## config.mk

```make
export PLATFORM = sky130hd
export DESIGN_NAME = neuron_pe
export DESIGN_NICKNAME = d
export VERILOG_FILES = /design/src/rtl/neuron_pkg.sv /design/src/rtl/neuron_sat_acc.sv /design/src/rtl/neuron_pe.sv
export SDC_FILE = /design/constraint.sdc
export NUM_CORES = 1
export LEC_CHECK = 0
export BUFFER_PORTS_ARGS = -buffer_cell sky130_fd_sc_hd__buf_2
export CELL_PAD_IN_SITES_DETAIL_PLACEMENT = 1
export CELL_PAD_IN_SITES_GLOBAL_PLACEMENT = 1
export CORE_MARGIN = 3
export CORE_UTILIZATION = 45
export DETAILED_ROUTE_END_ITERATION = 6
export PLACE_DENSITY = 0.84
export SLEW_MARGIN = 20
export SYNTH_ARGS = -nofsm -noshare
export SYNTH_HDL_FRONTEND = slang
export SYNTH_HIERARCHICAL = 1
export SYNTH_SLANG_ARGS = --single-unit
export TNS_END_PERCENT = 100
```

## constraint.sdc

```tcl
create_clock -name clk -period 2.7 [get_ports clk]
set_clock_uncertainty 0.2 [all_clocks]
set_input_delay 0 -clock clk [delete_from_list [all_inputs] [get_ports clk]]
set_output_delay 0 -clock clk [all_outputs]
set_load 0.02 [all_outputs]
```

## src/rtl/neuron_pkg.sv

```systemverilog
// Shared types and saturating arithmetic helpers for the neuron processing element.
// Helpers work on a 64-bit signed carrier so any ACC_W/DATA_W up to 62 bits can reuse them.
package neuron_pkg;

  localparam int DATA_W_DEF = 16;
  localparam int FRAC_W_DEF = 8;
  localparam int ACC_W_DEF  = 32;
  localparam int WIDE_W     = 64;

  typedef enum logic [1:0] {
    IDLE  = 2'd0,
    ACC   = 2'd1,
    FLUSH = 2'd2,
    OUT   = 2'd3
  } state_t;

  typedef struct packed {
    logic signed [WIDE_W-1:0] val;
    logic                     flag;
  } sat_res_t;

  // Clamp a wide signed value into the two's complement range of a w-bit word.
  function automatic sat_res_t clamp_narrow(input logic signed [WIDE_W-1:0] v, input int w);
    logic signed [WIDE_W-1:0] hi;
    logic signed [WIDE_W-1:0] lo;
    sat_res_t                 r;
    hi     = (64'sd1 <<< (w - 1)) - 64'sd1;
    lo     = -(64'sd1 <<< (w - 1));
    r.val  = v;
    r.flag = 1'b0;
    if (v > hi) begin
      r.val  = hi;
      r.flag = 1'b1;
    end else if (v < lo) begin
      r.val  = lo;
      r.flag = 1'b1;
    end
    return r;
  endfunction

  // Sum of two w-bit values, clamped to the w-bit range; the carrier never overflows for w <= 62.
  function automatic sat_res_t sat_add(input logic signed [WIDE_W-1:0] a,
                                       input logic signed [WIDE_W-1:0] b,
                                       input int w);
    return clamp_narrow(a + b, w);
  endfunction

endpackage

```

## src/rtl/neuron_sat_acc.sv

```systemverilog
// Product register plus saturating accumulator with a sticky overflow flag.
// One multiply stage ahead of the add: a beat accepted at edge T lands in acc at T+1.
module neuron_sat_acc
  import neuron_pkg::*;
#(
  parameter int DATA_W = DATA_W_DEF,
  parameter int ACC_W  = ACC_W_DEF
) (
  input  logic              clk,
  input  logic              rst,
  input  logic              load,
  input  logic [ACC_W-1:0]  load_val,
  input  logic              beat_en,
  input  logic [DATA_W-1:0] x,
  input  logic [DATA_W-1:0] w,
  output logic [ACC_W-1:0]  acc,
  output logic              sat
);

  logic signed [2*DATA_W-1:0] prod;
  logic signed [2*DATA_W-1:0] x_ext;
  logic signed [2*DATA_W-1:0] w_ext;
  logic                       pv;
  sat_res_t                   sum;
  logic [WIDE_W-ACC_W-1:0]    unused_sum_hi;

  assign x_ext = {{DATA_W{x[DATA_W-1]}}, x};
  assign w_ext = {{DATA_W{w[DATA_W-1]}}, w};

  always_comb begin
    sum = sat_add({{(WIDE_W-ACC_W){acc[ACC_W-1]}}, acc},
                  {{(WIDE_W-2*DATA_W){prod[2*DATA_W-1]}}, prod},
                  ACC_W);
  end

  assign unused_sum_hi = sum.val[WIDE_W-1:ACC_W];

  always_ff @(posedge clk or posedge rst) begin
    if (rst) begin
      prod <= '0;
      pv   <= 1'b0;
      acc  <= '0;
      sat  <= 1'b0;
    end else begin
      pv <= beat_en;
      if (beat_en) prod <= x_ext * w_ext;
      if (load) begin
        acc <= load_val;
        sat <= 1'b0;
      end else if (pv) begin
        acc <= sum.val[ACC_W-1:0];
        if (sum.flag) sat <= 1'b1;
      end
    end
  end

endmodule

```

## src/rtl/neuron_pe.sv

```systemverilog
// Fixed-point neuron: bias + sum(x*w) with saturation, optional ReLU, narrowed to DATA_W.
// Handshakes: a transfer happens on a rising edge where valid && ready; valid holds its data until then.
module neuron_pe
  import neuron_pkg::*;
#(
  parameter int DATA_W  = DATA_W_DEF,
  parameter int FRAC_W  = FRAC_W_DEF,
  parameter int ACC_W   = ACC_W_DEF,
  parameter int MAX_LEN = 256,
  parameter int LEN_W   = $clog2(MAX_LEN + 1)
) (
  input  logic              clk,
  input  logic              rst,
  input  logic              start,
  input  logic [LEN_W-1:0]  cfg_len,
  input  logic              cfg_relu,
  input  logic [DATA_W-1:0] bias,
  input  logic              in_valid,
  output logic              in_ready,
  input  logic [DATA_W-1:0] x,
  input  logic [DATA_W-1:0] w,
  output logic              out_valid,
  input  logic              out_ready,
  output logic [DATA_W-1:0] y,
  output logic              sat,
  output logic [1:0]        dbg_state
);

  state_t                   state;
  state_t                   state_nxt;
  logic [LEN_W-1:0]         len_q;
  logic [LEN_W-1:0]         cnt;
  logic [LEN_W-1:0]         cnt_inc;
  logic                     relu_q;
  logic                     load;
  logic                     beat;
  logic [ACC_W-1:0]         load_val;
  logic [ACC_W-1:0]         acc;
  logic                     acc_sat;
  logic signed [WIDE_W-1:0] acc_wide;
  sat_res_t                 narrow;
  logic [WIDE_W-DATA_W-1:0] unused_narrow_hi;

  assign in_ready  = (state == ACC);
  assign beat      = in_valid && in_ready;
  assign load      = (state == IDLE) && start;
  assign cnt_inc   = cnt + LEN_W'(1);
  assign dbg_state = state;
  assign load_val  = {{(ACC_W-DATA_W){bias[DATA_W-1]}}, bias} << FRAC_W;

  neuron_sat_acc #(.DATA_W(DATA_W), .ACC_W(ACC_W)) u_acc (
    .clk      (clk),
    .rst      (rst),
    .load     (load),
    .load_val (load_val),
    .beat_en  (beat),
    .x        (x),
    .w        (w),
    .acc      (acc),
    .sat      (acc_sat)
  );

  always_comb begin
    acc_wide = {{(WIDE_W-ACC_W){acc[ACC_W-1]}}, acc};
    narrow   = clamp_narrow(acc_wide >>> FRAC_W, DATA_W);
  end

  assign unused_narrow_hi = narrow.val[WIDE_W-1:DATA_W];

  always_ff @(posedge clk or posedge rst) begin
    if (rst) state <= IDLE;
    else     state <= state_nxt;
  end

  always_comb begin
    state_nxt = state;
    case (state)
      IDLE:    if (start) state_nxt = (cfg_len == '0) ? FLUSH : ACC;
      ACC:     if (beat && (cnt_inc == len_q)) state_nxt = FLUSH;
      FLUSH:   state_nxt = OUT;
      OUT:     if (out_valid && out_ready) state_nxt = IDLE;
      default: state_nxt = IDLE;
    endcase
  end

  // The result is captured one cycle into OUT, once the last product has reached acc.
  always_ff @(posedge clk or posedge rst) begin
    if (rst) begin
      len_q     <= '0;
      cnt       <= '0;
      relu_q    <= 1'b0;
      y         <= '0;
      sat       <= 1'b0;
      out_valid <= 1'b0;
    end else begin
      if (load) begin
        len_q  <= cfg_len;
        relu_q <= cfg_relu;
        cnt    <= '0;
        sat    <= 1'b0;
      end else if (beat) begin
        cnt <= cnt_inc;
      end
      if ((state == OUT) && !out_valid) begin
        out_valid <= 1'b1;
        sat       <= acc_sat | narrow.flag;
        if (relu_q && narrow.val[DATA_W-1]) y <= '0;
        else                                y <= narrow.val[DATA_W-1:0];
      end else if ((state == OUT) && out_ready) begin
        out_valid <= 1'b0;
      end
    end
  end

endmodule
```

Word level (Yosys, flattened, before mapping)
Index checks and enable logic that the tools add are counted.
Widths: inputs -> output; s select.
{ "op_classes": {"n_eq_ne": 7, "addsub": 2, "bitwise_logic": 1, "magnitude_cmp": 4, "multipliers": 1, "n_reduce_logical": 17, "mux": 21} }
{ "op_table": {"columns": ["cell", "n"], "rows": [
  ["$mux 33", 2],
  ["$mux 32", 2],
  ["$mux 17", 2],
  ["$add 32x32->33", 1],
  ["$gt 33x32->1 const B", 1],
  ["$lt 33x32->1 const B", 1],
  ["$mul 16x16->32", 1],
  ["$gt 24x16->1 const B", 1],
  ["$lt 24x16->1 const B", 1],
  ["$mux 9", 2],
  ["$mux 16", 1],
  ["$reduce_bool 2->1", 5],
  ["$add 9x1->9 const B", 1],
  ["$eq 9x9->1", 1],
  ["$logic_not 9->1", 1],
  ["$mux 2", 4],
  ["$pmux 2 s4", 1],
  ["$logic_and 1x1->1", 7],
  ["$mux 1", 7],
  ["$eq 2x2->1 const B", 2],
  ["$ne 2x2->1 const B", 2],
  ["$reduce_and 3->1", 1],
  ["$eq 2x1->1 const B", 1],
  ["$logic_not 2->1", 1],
  ["4 further kinds", 4]
]} }
{ "word_totals": {"ff_bits": 105, "output_inout_bits": 21} }

Longest topological paths before layout
Gate-level depths: netlist (run 1).
{ "logic_depth": {"ltp_word": 7, "mapped_depth": 25} }

Modules after synthesis
Netlist (run 1), hierarchy kept.
{ "by_module_without_submodules": {"columns": ["module", "instances", "cells_per_inst", "area_per_inst_um2", "seq_area_each_um2"], "rows": [
  ["neuron_sat_acc", 1, 1643, 14466.4, 1651.6],
  ["neuron_pe", 1, 232, 2035.7, 975.9]
]} }

Worst setup path before layout (run 1)
OpenSTA, ideal clock, no wires.
{ "synth_timing": {"path_kind": "input to register", "start": "input x[15]", "end": "register u_acc.prod[28]", "t_required_ns": 2.375, "setup_slack_ns": -3.392, "setup_time_ns": 0.125, "stages": 19, "t_arrival_ns": 5.768, "n_path_buf": 1, "path_cell_list": "clkbuf_1 > nand2_1 > fa_1 > inv_1 > fa_1 > fa_1 > fa_1 > fa_1 > inv_1 > fa_1 > inv_1 > ha_1 > and2_1 > a31o_2 > a2111oi_0 > o21ai_0 > a31oi_1 > xnor2_1 > mux2_2"} }
{ "synth_between": {"elab_chain_len": 1} }
{ "synth_lines": {"columns": ["element", "line", "text"], "rows": [
  ["start: declaration", "neuron_pe.sv:20", "input logic [DATA_W-1:0] x,"],
  ["$mul 16x16->32", "neuron_sat_acc.sv:46", "if (beat_en) prod <= x_ext * w_ext;"],
  ["end signal: assignment", "neuron_sat_acc.sv:46", null],
  ["end: declaration", "neuron_sat_acc.sv:20", "logic signed [2*DATA_W-1:0] prod;"]
]} }
No other way between the ends.
A chain may end at the register's enable or synchronous reset.

Final worst setup path (run 1)
{ "layout_timing": {"start": "input w[10]", "end": "register u_acc.prod[29]"} }
{ "layout_between": {"elab_chain_len": 1} }
{ "layout_lines": {"columns": ["element", "line", "text"], "rows": [
  ["start: declaration", "neuron_pe.sv:21", "input logic [DATA_W-1:0] w,"],
  ["$mul 16x16->32", "neuron_sat_acc.sv:46", null]
]} }
No other way between the ends.

==> flow_metrics.env, run 1 <==
export IMPL_synthSimpleGateAreaFrac=0.160
export IMPL_synth_compound_area_frac=0.114
export IMPL_io_pins=84
export IMPL_std_cell_rows=69
export IMPL_synth_edf_count=0
export IMPL_first_iter_violations=2886
export IMPL_ant_nets=0
export IMPL_final_cell_mix="buf_4, inv_1, fa_1"
export IMPL_rsz0062_at_grt="true"
export IMPL_max_freq_mhz=155
export IMPL_final_common_cell="buf_4"
export IMPL_final_net_count=2801
export IMPL_die_x_um=197
export IMPL_drt_total_wl_um=109000
export IMPL_crit_type="in2reg"
export IMPL_grt_use_total=0.442
export IMPL_syn_inst=1875
export IMPL_drv_slew=0
export IMPL_syn_mean_instance_area_um2=8.80
export IMPL_ys_warnings_count=6
export IMPL_grt_max_degree=67
export IMPL_dr_total_vias=20100
export IMPL_synthXorXnorAreaFrac=0.0383
export IMPL_synth_main_ff_cell="dfrtp_1"
export IMPL_ys_ff_latch=105
export IMPL_muxShareOfSynthArea=0.0197
export IMPL_setup_viol=64
export IMPL_routed_wl_met3_um=13400
export IMPL_cts_max_level=3
export IMPL_pre_cts_ws_ns=-3.86
export IMPL_die_area_um2=39000
export IMPL_synth_top_family_by_area="adder cells"
export IMPL_antenna_found_initial=7
export IMPL_cts_root_buffer="clkbuf_16"
export IMPL_core_um2=35800
export IMPL_clk_latency_ns=0.39
export IMPL_tightest_slew_ns=1.18
export IMPL_cts_tree="done"
export IMPL_stdcell_count=2823
export IMPL_maxCapViolations=0
export IMPL_crit_fanout=8
export IMPL_drive_above_1_share=0.395
export IMPL_whs_ns=0.0783
export IMPL_relSlewSlack=0.208
export IMPL_syn_area_um2=16500
export IMPL_dp_hpwl_um=50800
export IMPL_gp_congestion=0.891
export IMPL_async_reset_ff_frac=1.00
export IMPL_viasPerCell=7.11
export IMPL_synthAdderAreaFrac=0.410
export IMPL_routedWlPerCell_um=38.6
export IMPL_hold_viol_final=0
export IMPL_grt_overflow=0
export IMPL_route_met2_wl_um=47000
export IMPL_clk_pin_slew_worst_paths_ns=0.08
export IMPL_cts_sink_count=105
export IMPL_drc=0
export IMPL_finalCritPeriodShare=2.38
export IMPL_setup_slack_ns=-3.74
export IMPL_port_buffers=83
export IMPL_start_kind="input port"
export IMPL_required_ns=2.77
export IMPL_crit_arrival_ns=6.50
export IMPL_cts_buffer_depth=2
export IMPL_r2r_slack_ns=-1.20
export IMPL_grt_pass1_wl_um=128000
export IMPL_worstHoldPathType="in2reg"
export IMPL_start_util=0.461
export IMPL_cts_inserted_buffers=9
export IMPL_violations="setup timing"
export IMPL_die_height_um=197
export IMPL_fin_crit_ns=6.44
export IMPL_dr_max_layer_used="met5"
export IMPL_critPathCaptureType="flop"
export IMPL_status="finished, violations left"
export IMPL_ys_seq_area_frac=0.159
export IMPL_firstDrtPassIters=7
export IMPL_synthToLayoutAreaGrowth_pct=45.8
export IMPL_placed_cells=2673
export IMPL_yosysUniqueCellTypes=75
export IMPL_grt_pass1_vias=20900
export IMPL_drt_met1_wl_um=32200
## cell families (layout without fill, tap and decap cells)
| group | after synthesis | after routing |
|---|---|---|
| and+or+nand+nor | 552 | 552 |
| buffers and inverters | 431 | 909 |
| adders and majority gates | 383 | 383 |
| AOI/OAI and AO/OA | 304 | 304 |
| DFF | 105 | 105 |
| xor gates and xnor gates | 70 | 70 |
| muxes | 29 | 29 |
| other | 1 | 10 |
## final cells by class
| type | instances | area, um2 |
|---|---|---|
| Antenna cell | 2 | 5.00 |
| Clock buffer | 10 | 239 |
| Clock inverter | 6 | 85.1 |
| Fill cell | 3856 | 11800 |
| Inverter | 367 | 1380 |
| Multi-Input combinational cell | 1346 | 14500 |
| Sequential cell | 105 | 2630 |
| Tap cell | 461 | 577 |
| Timing Repair Buffer | 526 | 4630 |
## critical path: stages
cell	delay (ns)
buf_4	0.15
buf_6	0.16
nand2_1	0.13
fa_1	0.55
fa_1	0.64
fa_1	0.58
fa_1	0.79
fa_2	0.56
fa_1	0.46
inv_1	0.19
ha_4	0.28
buf_4	0.17
a21boi_0	0.18
o21a_1	0.24
o41a_1	0.14
a21o_1	0.25
or4_4	0.45
a31oi_4	0.20
xnor2_2	0.09
mux2_4	0.27
## registers in the layout (all words and copies together) (netlist names)
register and cells:
cnt 9, dbg_state 2, len_q 9, out_valid 1
relu_q 1, sat 1, u_acc/acc 32, u_acc/prod 32
u_acc/pv 1, u_acc/sat 1, y 16
## per-stage QoR
step | utilization | setup TNS, ns | area (um2)
CTS | 0.634 | -75.23 | 22700
finish | 0.672 | -115.45 | 24100
global placement | 0.567 | -83.41 | 20300
global route | 0.671 | -118.83 | 24100
floorplan | - | -63.20 | 17400
detailed placement | 0.567 | -95.27 | 20300
## synth_stat cells, drive strengths merged, types with 3 or more instances
| cell | n | share of area |
|---|---|---|
| or2 | 5 | 0.0019 |
| ha | 120 | 0.091 |
| o21a | 6 | 0.0028 |
| and3 | 5 | 0.0019 |
| o31a | 3 | 0.0016 |
| mux2i | 4 | 0.0024 |
| xnor2 | 50 | 0.028 |
| nand3b | 3 | 0.0014 |
| nor2 | 66 | 0.015 |
| clkbuf | 54 | 0.012 |
| o21ai | 72 | 0.022 |
| a21oi | 100 | 0.031 |
| and2 | 113 | 0.043 |
| or3 | 15 | 0.0058 |
| nor2b | 10 | 0.0038 |
| fa | 263 | 0.32 |
| o211ai | 12 | 0.0058 |
| inv | 366 | 0.083 |
| o21bai | 5 | 0.0023 |
| nand3 | 22 | 0.0070 |
| nand2b | 20 | 0.0076 |
| o22ai | 25 | 0.0095 |
| a2111oi | 5 | 0.0027 |
| and4 | 3 | 0.0016 |
| dfrtp | 105 | 0.16 |
| a21boi | 3 | 0.0014 |
| nor4 | 5 | 0.0019 |
| xor2 | 20 | 0.011 |
| a31oi | 11 | 0.0042 |
| buf | 10 | 0.0031 |
| mux2 | 25 | 0.017 |
| a211o | 3 | 0.0016 |
| nand2 | 252 | 0.058 |
| o311ai | 3 | 0.0016 |
| nand4 | 10 | 0.0038 |
| a211oi | 11 | 0.0050 |
| nor3 | 18 | 0.0055 |
| a21o | 25 | 0.011 |
## path summary, 6_finish.rpt
kind,endpoint,depth (start not counted),from
setup reg to reg,u_acc/acc[17]$_DFFE_PP0P_,15,u_acc/acc[21]$_DFFE_PP0P_
max in group asynchronous,u_acc/prod[24]$_DFFE_PP0P_,4,rst
hold reg to reg,y[6]$_DFFE_PP0P_,2,y[6]$_DFFE_PP0P_
setup / recovery,u_acc/prod[29]$_DFFE_PP0P_,20,w[10]
hold / removal,u_acc/prod[0]$_DFFE_PP0P_,4,w[0]
min in group asynchronous,cnt[6]$_DFFE_PP0P_,3,rst
## timing repair
| item | 4_1_cts | 5_1_grt |
|---|---|---|
| resized for setup | 314 | 229 |
| buffers inserted | 40 | 56 |
| pin swaps | 121 | 151 |
| hold buffers | 41 | 0 |
| cloned | 6 | 2 |
| setup endpoints to repair | 60 | 62 |
| hold endpoints to repair | 121 | 0 |
## per-layer routing
metal / up-vias / track usage
li1: 6870 / -
met1: 9576 / 0.431
met2: 2322 / 0.754
met3: 1307 / 0.116
met4: 8 / 0.424
met5: - / 0
Power of run 1 is left out: the tool's default activity adds up to more than one toggle a clock period on the data nets, which glitch-free logic cannot reach.
==> inputs of run 2 (changes only) <==
--- a/config.mk
+++ b/config.mk
@@ -9,9 +9,9 @@
 export CELL_PAD_IN_SITES_DETAIL_PLACEMENT = 1
 export CELL_PAD_IN_SITES_GLOBAL_PLACEMENT = 1
 export CORE_MARGIN = 3
-export CORE_UTILIZATION = 45
+export CORE_UTILIZATION = 30
 export DETAILED_ROUTE_END_ITERATION = 6
-export PLACE_DENSITY = 0.84
+export PLACE_DENSITY_LB_ADDON = 0.1
 export SLEW_MARGIN = 20
 export SYNTH_ARGS = -nofsm -noshare
 export SYNTH_HDL_FRONTEND = slang
==> flow_metrics.env, run 2 (same netlist as run 1, synthesis figures left out) <==
export IMPL_fin_area_um2=23600
export IMPL_hold_viol_final=0
export IMPL_cts_inserted_buffers=9
export IMPL_gp_congestion=0.850
export IMPL_dr_total_vias=14300
export IMPL_port_buffers=83
export IMPL_die_area_um2=57900
export IMPL_crit_fanout=6
export IMPL_rsz0062_at_grt="true"
export IMPL_utilization=0.436
export IMPL_drv_slew=0
export IMPL_ant_nets=0
export IMPL_multi_input_area_um2=14000
export IMPL_fin_crit_ns=5.65
export IMPL_crit_type="in2reg"
export IMPL_std_cell_rows=85
export IMPL_cpPeakStageDelay_ns=0.54
export IMPL_cts_buffer_depth=2
export IMPL_top_regs="u_acc/acc (32), u_acc/prod (32), y (16)"
export IMPL_crit_arrival_ns=5.71
export IMPL_critPathCaptureType="flop"
export IMPL_final_net_count=2780
export IMPL_finalCritPeriodShare=2.09
export IMPL_clk_latency_ns=0.38
export IMPL_cts_tree="done"
export IMPL_dp_hpwl_um=42800
export IMPL_first_iter_violations=401
export IMPL_crit_path_frequent_cell="fa_1"
export IMPL_placed_cell_area_um2=20600
export IMPL_grt_overflow=0
export IMPL_grt_max_degree=44
export IMPL_setup_slack_ns=-2.95
export IMPL_clk_pin_slew_worst_paths_ns=0.07
export IMPL_die_height_um=241
export IMPL_cts_sink_count=105
export IMPL_use_met1=0.247
export IMPL_drc=0
export IMPL_required_ns=2.76
export IMPL_maxCapViolations=0
export IMPL_use_met2=0.334
export IMPL_path_cells="buf_12 > and2_4 > fa_1 > inv_1 > fa_1 > inv_2 > fa_1 > fa_1 > fa_1 > inv_2 > fa_1 > inv_2 > ha_4 > and3_4 > nand4_1 > a2111oi_4 > o41a_1 > a21o_1 > or4_1 > a31oi_1 > xnor2_1 > mux2_4"
export IMPL_firstDrtPassIters=4
export IMPL_worstHoldPathType="in2reg"
export IMPL_top_usage_layer="met2"
export IMPL_grt_pass1_wl_um=85500
export IMPL_cts_max_level=3
export IMPL_grtUsageMet3=0.0139
export IMPL_antenna_found_initial=0
export IMPL_relSlewSlack=0.538
export IMPL_status="finished, violations left"
export IMPL_setup_viol=60
export IMPL_drive_above_1_share=0.352
export IMPL_io_pins=84
export IMPL_violations="setup timing"
export IMPL_max_freq_mhz=177
export IMPL_routedWlPerCell_um=17.7
export IMPL_cts_root_buffer="clkbuf_16"
export IMPL_seq_area_um2=2630
export IMPL_synthToLayoutAreaGrowth_pct=42.9
export IMPL_drt_total_wl_um=53600
export IMPL_final_common_cell="inv_1"
export IMPL_grt_pass1_vias=16000
export IMPL_grt_use_total=0.186
export IMPL_antenna_cells=0
export IMPL_die_x_um=241
export IMPL_start_kind="input port"
export IMPL_whs_ns=0.0463
export IMPL_critPathSlowestCell="fa_1"
export IMPL_start_util=0.305
export IMPL_fin_tns_setup_ns=-76.91
export IMPL_core_um2=54100
export IMPL_viasPerCell=4.70
export IMPL_tightest_slew_ns=0.693
export IMPL_fillers=6184
export IMPL_final_cell_mix="inv_1, buf_4, fa_1"
run 2: changes by cell type in the layout (fill, tap and decap cells not counted), moves of 10 or more:
cell,change
a21oi_4,-10
inv_1,+26
inv_2,-24
buf_4,-11
ha_1,+10
nand2_1,+11
buf_6,-12
run 2: final timing paths:
path                                                start                    endpoint  slack, ns  depth (start not counted)
worst min-delay path                                 w[0]   u_acc/prod[0]$_DFFE_PP0P_       0.05                          4
min in group asynchronous                             rst    u_acc/acc[8]$_DFFE_PP0P_       0.06                          3
worst min register to register          y[15]$_DFFE_PP0P_           y[15]$_DFFE_PP0P_       0.28                          2
max in group asynchronous                             rst   u_acc/acc[25]$_DFFE_PP0P_       1.56                          4
worst max-delay path                                 x[4]  u_acc/prod[29]$_DFFE_PP0P_      -2.95                         22
worst max register to register  u_acc/acc[25]$_DFFE_PP0P_   u_acc/acc[26]$_DFFE_PP0P_      -0.61                         13
run 2: through the flow:
step / std cells / worst slack (ns)
finish: 3035 / -2.95
CTS: 3011 / -3.01
floorplan: 1882 / -3.02
global route: 3035 / -3.10
detailed placement: 2917 / -3.58
global placement: 2917 / -3.52
run 2: cell type report:
cell class | instances | share of cell area
Clock inverter | 6 | 0.00143
Tap cell | 696 | 0.0369
Inverter | 367 | 0.0585
Multi-Input combinational cell | 1346 | 0.594
Sequential cell | 105 | 0.111
Timing Repair Buffer | 505 | 0.188
Clock buffer | 10 | 0.00971
run 2: critical path, delay by kind of cell:
kind	cells	cell delay [ns]
AOI/OAI and AO/OA	4	0.91
xor gates and xnor gates	1	0.09
adders and majority gates	7	3.29
buffers and inverters	5	0.29
muxes	1	0.26
and+or+nand+nor	4	0.86
run 2: per-layer routing:
| metal | share of wire | wire, um |
|---|---|---|
| met1 | 0.46 | 24900 |
| met4 | 0.017 | 898 |
| met3 | 0.018 | 953 |
| met5 | 0 | 0 |
| met2 | 0.50 | 26900 |
run 2: timing repair:
item / CTS / global route
buffers inserted: 32 / 29
pin swaps: 102 / 103
hold endpoints to repair: 122 / 0
hold buffers: 40 / 0
cloned: 8 / 3
setup endpoints to repair: 60 / 61
resized for setup: 287 / 128
Power of run 2 is left out for the same reason.
